==> config.mk <==
export PLATFORM = sky130hd
export DESIGN_NAME = pipe_stage_buf_flat
export DESIGN_NICKNAME = d
export VERILOG_FILES = /design/src/rtl/pipe_pkg.sv /design/src/rtl/pipe_stage_buf_if.sv /design/src/rtl/pipe_slot.sv /design/src/rtl/pipe_stage_buf.sv /design/src/flat_wrapper.sv
export SDC_FILE = /design/constraint.sdc
export NUM_CORES = 1
export LEC_CHECK = 0
export ABC_AREA = 1
export ABC_CLOCK_PERIOD_IN_PS = 5200
export BUFFER_PORTS_ARGS = -buffer_cell sky130_fd_sc_hd__buf_2
export CORE_ASPECT_RATIO = 0.6
export CORE_UTILIZATION = 45
export DETAILED_ROUTE_END_ITERATION = 16
export GPL_ROUTABILITY_DRIVEN = 0
export MAX_ROUTING_LAYER = met4
export PLACE_DENSITY = 0.7
export SYNTH_ARGS = -nofsm -noshare
export SYNTH_HDL_FRONTEND = slang
export SYNTH_SLANG_ARGS = --single-unit
==> constraint.sdc <==
create_clock -name clock -period 5.2 [get_ports clock]
set_input_delay 0.78 -clock clock [delete_from_list [all_inputs] [get_ports clock]]
set_output_delay 0.78 -clock clock [all_outputs]
set_load 0.01 [all_outputs]
==> src/rtl/pipe_pkg.sv <==
// Shared pipeline types and constants for the stage buffers.
// Provides IF/ID payload geometry and the bubble (NOP) value.
package pipe_pkg;

  localparam int PC_W   = 32;
  localparam int INST_W = 32;
  localparam int IFID_W = PC_W + INST_W;

  localparam logic [INST_W-1:0] NOP_INST = 32'h0;

  localparam logic [IFID_W-1:0] IFID_BUBBLE =
    {{PC_W{1'b0}}, NOP_INST};

  typedef struct packed {
    logic [PC_W-1:0]   pc4;
    logic [INST_W-1:0] inst;
  } if_id_t;

endpackage

==> src/rtl/pipe_stage_buf_if.sv <==
// Handshake bundle between a stage buffer and its neighbours.
// master = surrounding pipeline/hazard logic, slave = the buffer.
interface pipe_stage_buf_if #(
  parameter int DATA_W = 64
);

  logic              in_valid;
  logic              in_ready;
  logic [DATA_W-1:0] in_data;
  logic              flush;
  logic              out_valid;
  logic              out_ready;
  logic [DATA_W-1:0] out_data;
  logic [1:0]        count;

  modport master (
    output in_valid, in_data, flush, out_ready,
    input  in_ready, out_valid, out_data, count
  );

  modport slave (
    input  in_valid, in_data, flush, out_ready,
    output in_ready, out_valid, out_data, count
  );

endinterface

==> src/rtl/pipe_slot.sv <==
// One payload register of a stage buffer: load, or clear to CLR_VAL.
// Ports: clock, resetn (sync, low), load_i, clear_i, d_i, q_o.
module pipe_slot #(
  parameter int                DATA_W  = 64,
  parameter logic [DATA_W-1:0] CLR_VAL = '0
) (
  input  logic              clock,
  input  logic              resetn,
  input  logic              load_i,
  input  logic              clear_i,
  input  logic [DATA_W-1:0] d_i,
  output logic [DATA_W-1:0] q_o
);

  logic [DATA_W-1:0] data_q;

  always_ff @(posedge clock) begin
    if (!resetn || clear_i) begin
      data_q <= CLR_VAL;
    end else if (load_i) begin
      data_q <= d_i;
    end
  end

  assign q_o = data_q;

endmodule

==> src/rtl/pipe_stage_buf.sv <==
// Pipeline stage register with valid/ready, optional skid, flush.
// Ports: clock, resetn (sync, low), bus (slave): in_*/out_*/flush/count.
module pipe_stage_buf
  import pipe_pkg::*;
#(
  parameter int                DATA_W    = IFID_W,
  parameter int                DEPTH     = 2,
  parameter logic [DATA_W-1:0] FLUSH_VAL = DATA_W'(IFID_BUBBLE)
) (
  input  logic             clock,
  input  logic             resetn,
  pipe_stage_buf_if.slave  bus
);

  logic [1:0]        count_q, count_d;
  logic              rdy_q, rdy_d;
  logic              in_ready;
  logic              out_valid;
  logic              push, pop;
  logic              main_ld, main_clr;
  logic              skid_ld, skid_clr;
  logic [DATA_W-1:0] main_d, main_q, skid_q;

  assign out_valid = (count_q != 2'd0);

  // DEPTH=1 passes out_ready straight through; DEPTH=2 cuts that path.
  assign in_ready = (DEPTH == 1)
                  ? (!out_valid | bus.out_ready)
                  : rdy_q;

  assign push = bus.in_valid & in_ready & !bus.flush;
  assign pop  = out_valid & bus.out_ready;

  always_comb begin
    count_d  = count_q;
    main_ld  = 1'b0;
    main_clr = 1'b0;
    skid_ld  = 1'b0;
    skid_clr = 1'b0;
    main_d   = bus.in_data;
    if (bus.flush) begin
      count_d  = 2'd0;
      main_clr = 1'b1;
      skid_clr = 1'b1;
    end else if (push && pop) begin
      // Only reachable with one entry held: replace it.
      main_ld = 1'b1;
    end else if (push) begin
      count_d = count_q + 2'd1;
      if (count_q == 2'd0) begin
        main_ld = 1'b1;
      end else begin
        skid_ld = 1'b1;
      end
    end else if (pop) begin
      count_d = count_q - 2'd1;
      if (count_q == 2'd2) begin
        main_ld  = 1'b1;
        main_d   = skid_q;
        skid_clr = 1'b1;
      end else begin
        main_clr = 1'b1;
      end
    end
    rdy_d = (count_d != 2'd2);
  end

  always_ff @(posedge clock) begin
    if (!resetn) begin
      count_q <= 2'd0;
      rdy_q   <= 1'b1;
    end else begin
      count_q <= count_d;
      rdy_q   <= rdy_d;
    end
  end

  pipe_slot #(
    .DATA_W  (DATA_W),
    .CLR_VAL (FLUSH_VAL)
  ) u_main (
    .clock   (clock),
    .resetn  (resetn),
    .load_i  (main_ld),
    .clear_i (main_clr),
    .d_i     (main_d),
    .q_o     (main_q)
  );

  if (DEPTH == 2) begin : g_skid
    pipe_slot #(
      .DATA_W  (DATA_W),
      .CLR_VAL (FLUSH_VAL)
    ) u_skid (
      .clock   (clock),
      .resetn  (resetn),
      .load_i  (skid_ld),
      .clear_i (skid_clr),
      .d_i     (bus.in_data),
      .q_o     (skid_q)
    );
  end else begin : g_noskid
    logic unused_skid;
    assign unused_skid = skid_ld ^ skid_clr;
    assign skid_q      = FLUSH_VAL;
  end

  assign bus.in_ready  = in_ready;
  assign bus.out_valid = out_valid;
  // Gate the payload so nothing stale is ever visible as a bubble.
  assign bus.out_data  = out_valid ? main_q : FLUSH_VAL;
  assign bus.count     = count_q;

endmodule
==> src/flat_wrapper.sv <==
// flat-port wrapper written by rule: the top's interface ports become plain ports
module pipe_stage_buf_flat import pipe_pkg::*;
#(
  parameter int                DATA_W    = IFID_W,
  parameter int                DEPTH     = 2,
  parameter logic [DATA_W-1:0] FLUSH_VAL = DATA_W'(IFID_BUBBLE)
)
  (clock, resetn, bus_in_valid, bus_in_data, bus_flush, bus_out_ready, bus_in_ready, bus_out_valid, bus_out_data, bus_count);
  pipe_stage_buf_if #(.DATA_W(DATA_W)) bus_i ();
  input  logic clock;
  input  logic resetn;
  input wire logic [$bits(bus_i.in_valid)-1:0] bus_in_valid;
  input wire logic [$bits(bus_i.in_data)-1:0] bus_in_data;
  input wire logic [$bits(bus_i.flush)-1:0] bus_flush;
  input wire logic [$bits(bus_i.out_ready)-1:0] bus_out_ready;
  output wire logic [$bits(bus_i.in_ready)-1:0] bus_in_ready;
  output wire logic [$bits(bus_i.out_valid)-1:0] bus_out_valid;
  output wire logic [$bits(bus_i.out_data)-1:0] bus_out_data;
  output wire logic [$bits(bus_i.count)-1:0] bus_count;
  assign bus_i.in_valid = bus_in_valid;
  assign bus_i.in_data = bus_in_data;
  assign bus_i.flush = bus_flush;
  assign bus_i.out_ready = bus_out_ready;
  assign bus_in_ready = bus_i.in_ready;
  assign bus_out_valid = bus_i.out_valid;
  assign bus_out_data = bus_i.out_data;
  assign bus_count = bus_i.count;
  pipe_stage_buf #(.DATA_W(DATA_W), .DEPTH(DEPTH), .FLUSH_VAL(FLUSH_VAL)) u_core (.clock(clock), .resetn(resetn), .bus(bus_i));
endmodule
==> results.sh, run 1 <==
export IMPL_final_cells=1232
export IMPL_setup_violations=0
export IMPL_initial_core_util=0.470
export IMPL_drive_above_1_share=0.178
export IMPL_crit_path_max_incr_delay_ps=710
export IMPL_cts_tree="built"
export IMPL_cts_buffer_depth=2
export IMPL_worstHoldPathType="flip-flop to flip-flop"
export IMPL_end_kind="flip-flop"
export IMPL_tns_ps=0
export IMPL_min_from="u_core.g_skid.u_skid.q_o[10]"
export IMPL_fin_crit_sh=0.621
export IMPL_cts_max_level=4
export IMPL_grt_antenna_before_repair=1
export IMPL_yosysSeqAreaShare=0.424
export IMPL_first_pass_iters=5
export IMPL_clk_pin_slew_ps=60
export IMPL_hold_path_end="u_core.g_skid.u_skid.q_o[10]"
export IMPL_switchingPower_uw=607
export IMPL_die_area_um2=14200
export IMPL_p_clk_frac=0.498
export IMPL_grt_pass1_wl_um=27300
export IMPL_critPathSlowestCell="ha_2"
export IMPL_peakVddDrop_uv=242
export IMPL_start_kind="flip-flop"
export IMPL_dr_first_iter_drc_count=517
export IMPL_comb_power_share=0.082
export IMPL_synth_cell_types=24
export IMPL_grt_ovfl_total=0
export IMPL_slew_violations=0
export IMPL_seqPwrFrac=0.419
export IMPL_fin_crit_ps=3230
export IMPL_synth_common_cells="nand2_1, dfxtp_1, nor2_1, inv_1, a21oi_1"
export IMPL_routedWlPerCell_um=13.5
export IMPL_synth_area_leaders="dfxtp_1, nand2_1, a21oi_1, nand3_1, nor2_1"
export IMPL_drt_total_wl_um=16600
export IMPL_grt_pass1_vias=5503
export IMPL_postCtsSetupBuffers=0
export IMPL_swShare=0.247
export IMPL_core_area_um2=13100
export IMPL_drc_errors=0
export IMPL_avgSynthCellArea_um2=6.50
export IMPL_pre_cts_ws_ps=1940
export IMPL_fin_util=0.568
export IMPL_grt_use_total=0.246
export IMPL_port_buffers=136
export IMPL_fmax_ghz=0.310
export IMPL_postPlaceCellArea_um2=6850
export IMPL_final_area_um2=7460
export IMPL_die_h_um=92.8
export IMPL_worst_slew_pin_slew_ps=1130
export IMPL_clk_latency_ps=410
export IMPL_clkSinkCount=131
export IMPL_async_flop_share=0
export IMPL_crit_fanout=38
export IMPL_nets=1120
export IMPL_setup_slack_ps=1970
export IMPL_viasPerCell=5.04
export IMPL_dp_cells=1199
export IMPL_mappedNetlistArea_um2=6180
export IMPL_r2r_start="u_core.bus.count[0]"
export IMPL_synthCells=950
export IMPL_postRouteAntennaNets=0
export IMPL_cts_root_buf="clkbuf_16"
export IMPL_power_static_leakage_uw=0.00323
export IMPL_synth_top_area_frac=0.424
export IMPL_area_growth_syn_to_layout_pct=20.7
export IMPL_clock_skew_ps=8.79
export IMPL_yosys_most_used_dff="dfxtp_1"
export IMPL_slew_headroom=0.247
export IMPL_ios=137
export IMPL_yosys_area_top_type="dfxtp_1"
export IMPL_ff2ff_setup_slack_ps=1970
export IMPL_path_cells="inv_1 -> ha_2 -> buf_4 -> nor2_1 -> o21ai_1 -> nand2_1 -> buf_4 -> a21oi_1 -> nand2_1 -> inv_1"
export IMPL_grt_max_degree=72
export IMPL_arrival_ps=3590
export IMPL_powerDensity_nw_per_um2=329
export IMPL_ctsHoldBuffers=0
export IMPL_reg2reg_depth=10
export IMPL_crit_type="flip-flop to flip-flop"
export IMPL_p_int_uw=1850
export IMPL_ys_ff_latch=131
export IMPL_crit_required_ps=5560
export IMPL_syn_num_nets=1022
export IMPL_fill_cells=1349
export IMPL_yosysWarnings=0
export IMPL_status="finished, final reports clean"
export IMPL_hold_viol=0
export IMPL_synth_edf_count=0
export IMPL_die_x_um=153
export IMPL_rows=32
export IMPL_dp_hpwl_um=9910
export IMPL_max_cap_viol_count=0
export IMPL_r2r_end="u_core.u_main.q_o[63]"
export IMPL_rsz0062_at_grt="no"
export IMPL_cts_repair_resized=0
export IMPL_vias=6205
export IMPL_whs_path_depth=2
export IMPL_cts_made_buffers=17
export IMPL_synth_most_common_cell="nand2_1"
==> per-layer routing <==
| layer | global-route usage | vias up | wire length (um) |
|---|---|---|---|
| met2 | 0.373 | 245 | 7030 |
| met3 | 0.0416 | 20 | 1290 |
| met1 | 0.332 | 2758 | 8100 |
| li1 | - | 3182 | - |
| met5 | - | - | 0 |
| met4 | 0.0783 | 0 | 172 |
==> power groups by stage <==
stage	combinational, uW	sequential [uW]	clock [uW]
after floorplan	129	1050	0
after global placement	200	1050	0
after detailed placement	201	1050	0
after CTS	202	1030	1240
after global routing	227	1030	1280
final	202	1030	1220
==> registers in the layout (all words and copies together), names as in the netlist <==
| signal | count |
|---|---|
| u_core.bus.count | 2 |
| u_core.bus.in_ready | 1 |
| u_core.g_skid.u_skid.q_o | 64 |
| u_core.u_main.q_o | 64 |
==> worst max path at each step <==
stage                        start               endpoint  slack, ps  cells after the start
3_5_place_dp   u_core.bus.count[0]  u_core.u_main.q_o[63]       1940                     10
2_1_floorplan  u_core.bus.count[0]       bus_out_data[10]       3050                      5
3_3_place_gp   u_core.bus.count[0]   u_core.u_main.q_o[4]       2070                     10
6_report       u_core.bus.count[0]  u_core.u_main.q_o[63]       1970                     10
4_1_cts        u_core.bus.count[0]  u_core.u_main.q_o[63]       1910                     10
5_1_grt        u_core.bus.count[0]  u_core.u_main.q_o[63]       1630                     10
==> through the flow <==
step / power (uW) / hold slack, ps
floorplan: 1180 / 444
global placement: 1250 / 453
detailed placement: 1250 / 456
CTS: 2470 / 465
global route: 2540 / 479
finish: 2460 / 464
==> critical path: cells and delay by family (launching register included) <==
family                   cells  cell delay [ps]
flip-flops                   1              320
buffers and inverters        4             1060
AO/OA/AOI/OAI                2              290
adder cells (fa/ha/maj)      1              710
AND/OR/NAND/NOR              3              800
==> logic make-up (layout without fill, tap and decap cells) <==
kind of cell	Yosys count	in the layout	synth area share
flops	131	131	0.424
simple gates	526	526	0.359
fa+ha+maj	3	3	0.00608
buf+inv	180	290	0.119
xor+xnor	1	1	0.00142
compound gates	109	109	0.0893
other cells	0	2	0
==> layout by cell type (no fill, tap or decap), types with 4 or more instances in the layout <==
cell	synthesis	layout
nand2_1	269	268
buf_2	38	136
dfxtp_1	131	131
nor2_1	119	119
inv_1	110	110
a21oi_1	104	104
nand3_1	91	91
nand4_1	40	40
clkbuf_16	0	17
buf_4	4	8
inv_2	4	4
clkinv_2	0	4
==> final cells by class <==
class	instances	area (um^2)	area share
repair buffers	145	761	0.102
clock inverters	13	160	0.0215
clock buffers	18	439	0.0589
inverters	114	428	0.0574
flip-flops and latches	131	2620	0.352
well taps	170	213	0.0285
diodes	2	5.00	0.000671
multi-input cells	639	2830	0.379
No activity file was read; power rests on OpenSTA's default activity.
==> run 2, diff against run 1 <==
--- a/config.mk
+++ b/config.mk
@@ -6,14 +6,14 @@
 export NUM_CORES = 1
 export LEC_CHECK = 0
 export ABC_AREA = 1
-export ABC_CLOCK_PERIOD_IN_PS = 5200
+export ABC_CLOCK_PERIOD_IN_PS = 2600
 export BUFFER_PORTS_ARGS = -buffer_cell sky130_fd_sc_hd__buf_2
 export CORE_ASPECT_RATIO = 0.6
 export CORE_UTILIZATION = 45
 export DETAILED_ROUTE_END_ITERATION = 16
 export GPL_ROUTABILITY_DRIVEN = 0
 export MAX_ROUTING_LAYER = met4
-export PLACE_DENSITY = 0.7
+export PLACE_DENSITY = 0.73
 export SYNTH_ARGS = -nofsm -noshare
 export SYNTH_HDL_FRONTEND = slang
 export SYNTH_SLANG_ARGS = --single-unit
==> constraint.sdc (replaced) <==
create_clock -name clock -period 2.6 [get_ports clock]
set_input_delay 0.39 -clock clock [delete_from_list [all_inputs] [get_ports clock]]
set_output_delay 0.39 -clock clock [all_outputs]
set_load 0.01 [all_outputs]
==> run 2 against run 1 <==
First-iteration DRC count fell by 7.2%. Die area unchanged. Critical path depth shrank 5. Clock power grew 98%. Sequential share of layout area down 0.51 points. Largest cell class unchanged. Non-clock buffer count up 12.
==> results.sh, run 2 (synthesis gave the netlist of run 1 again) <==
export IMPL_ios=137
export IMPL_r2r_start="u_core.bus.count[1]"
export IMPL_crit_fanout=50
export IMPL_clock_skew_ps=6.91
export IMPL_worstHoldPathType="input port to flip-flop"
export IMPL_ff2ff_setup_slack_ps=590
export IMPL_area_growth_syn_to_layout_pct=22.5
export IMPL_dr_first_iter_drc_count=480
export IMPL_postRouteAntennaNets=0
export IMPL_worst_slew_pin_slew_ps=683
export IMPL_min_from="bus_in_data[15]"
export IMPL_core_area_um2=13100
export IMPL_die_h_um=92.8
export IMPL_crit_type="flip-flop to primary output"
export IMPL_seqPwrFrac=0.421
export IMPL_crit_path_max_incr_delay_ps=500
export IMPL_grt_ovfl_total=0
export IMPL_max_cap_viol_count=0
export IMPL_ctsHoldBuffers=0
export IMPL_first_pass_iters=5
export IMPL_rsz0062_at_grt="no"
export IMPL_clkSinkCount=131
export IMPL_reg2reg_depth=9
export IMPL_whs_path_depth=3
export IMPL_crit_start="u_core.bus.count[0]"
export IMPL_peakVddDrop_uv=424
export IMPL_dp_hpwl_um=11000
export IMPL_powerDensity_nw_per_um2=646
export IMPL_hold_viol=0
export IMPL_clk_latency_ps=420
export IMPL_cts_tree="built"
export IMPL_postCtsSetupBuffers=0
export IMPL_switchingPower_uw=1190
export IMPL_cts_root_buf="clkbuf_16"
export IMPL_cts_buffer_depth=2
export IMPL_drt_total_wl_um=17200
export IMPL_start_kind="flip-flop"
export IMPL_status="finished, final reports clean"
export IMPL_port_buffers=136
export IMPL_fill_cells=1272
export IMPL_grt_pass1_vias=5422
export IMPL_critPathSlowestCell="buf_4"
export IMPL_mostFrequentLayoutCell="nand2_1"
export IMPL_grt_antenna_before_repair=0
export IMPL_die_x_um=153
export IMPL_path_cells="inv_1 -> ha_2 -> buf_4 -> nor2_1 -> buf_2"
export IMPL_cts_max_level=4
export IMPL_end_kind="primary output"
export IMPL_initial_core_util=0.470
export IMPL_arrival_ps=1980
export IMPL_setup_violations=0
export IMPL_postPlaceCellArea_um2=6980
export IMPL_vias=6244
export IMPL_clk_pin_slew_ps=60
export IMPL_cts_made_buffers=17
export IMPL_viasPerCell=5.02
export IMPL_routedWlPerCell_um=13.8
export IMPL_cts_repair_resized=0
export IMPL_tns_ps=0
export IMPL_nets=1132
export IMPL_drive_above_1_share=0.185
export IMPL_final_area_um2=7570
export IMPL_power_static_leakage_uw=0.00329
export IMPL_p_int_uw=3700
export IMPL_rows=32
export IMPL_die_area_um2=14200
export IMPL_drc_errors=0
export IMPL_fmax_ghz=0.423
export IMPL_swShare=0.243
export IMPL_comb_power_share=0.087
export IMPL_grt_pass1_wl_um=27600
export IMPL_p_clk_frac=0.492
export IMPL_grt_max_degree=65
export IMPL_grt_use_total=0.253
export IMPL_slew_headroom=0.544
export IMPL_fin_crit_ps=2370
export IMPL_antenna_cells=0
export IMPL_slew_violations=0
export IMPL_fin_crit_sh=0.910
export IMPL_crit_required_ps=2210
export IMPL_final_cell_mix="nand2_1, buf_2, dfxtp_1"
==> run 2: cell types whose count changed in the layout (fill, tap and decap cells not counted), sizes merged <==
| cell | delta |
|---|---|
| diode | -2 |
| clkinv | -1 |
| clkbuf | +3 |
| buf | +12 |
| inv | -1 |
==> run 2: path summary, 6_finish.rpt <==
path | to
max | bus_out_data[33]
min reg2reg | u_core.g_skid.u_skid.q_o[15]
max reg2reg | u_core.g_skid.u_skid.q_o[51]
min | u_core.g_skid.u_skid.q_o[15]
==> run 2: stage by stage <==
step / setup slack (ps) / power [uW] / hold slack [ps] / std cells / utilization
after floorplan: 830 / 2360 / 444 / 950 / -
after global routing: 147 / 5070 / 238 / 1243 / 0.576
final: 235 / 4890 / 229 / 1243 / 0.576
after detailed placement: 660 / 2520 / 456 / 1211 / 0.532
after global placement: 672 / 2520 / 454 / 1211 / 0.532
after CTS: 230 / 4910 / 221 / 1243 / 0.576
==> run 2: area by class of cell <==
class / instances / area [um^2] / share of cell area
well taps: 170 / 213 / 0.0281
flip-flops and latches: 131 / 2620 / 0.347
clock buffers: 21 / 450 / 0.0595
inverters: 114 / 428 / 0.0565
repair buffers: 157 / 888 / 0.117
clock inverters: 11 / 135 / 0.0179
multi-input cells: 639 / 2830 / 0.374
==> run 2: worst max-delay path, delay by kind of cell, from the launching register on <==
family | cells | cell delay [ps]
adders and majority gates | 1 | 280
buffers and inverters | 3 | 790
DFF | 1 | 320
and+or+nand+nor | 1 | 150
==> run 2: power by group through the flow <==
stage / registers [uW] / clock network (uW) / logic, uW
after floorplan: 2100 / 0 / 258
after global placement: 2100 / 0 / 415
after detailed placement: 2100 / 0 / 417
after CTS: 2060 / 2420 / 421
after global routing: 2060 / 2540 / 471
final: 2060 / 2410 / 425
==> run 2: layer usage <==
layer,vias up,part of all wire,routed length (um),global-route usage
li1,3206,-,-,-
met1,2772,0.49,8410,0.352
met2,237,0.42,7120,0.354
met3,29,0.076,1300,0.0510
met4,0,0.019,329,0.109
met5,-,0,0,-
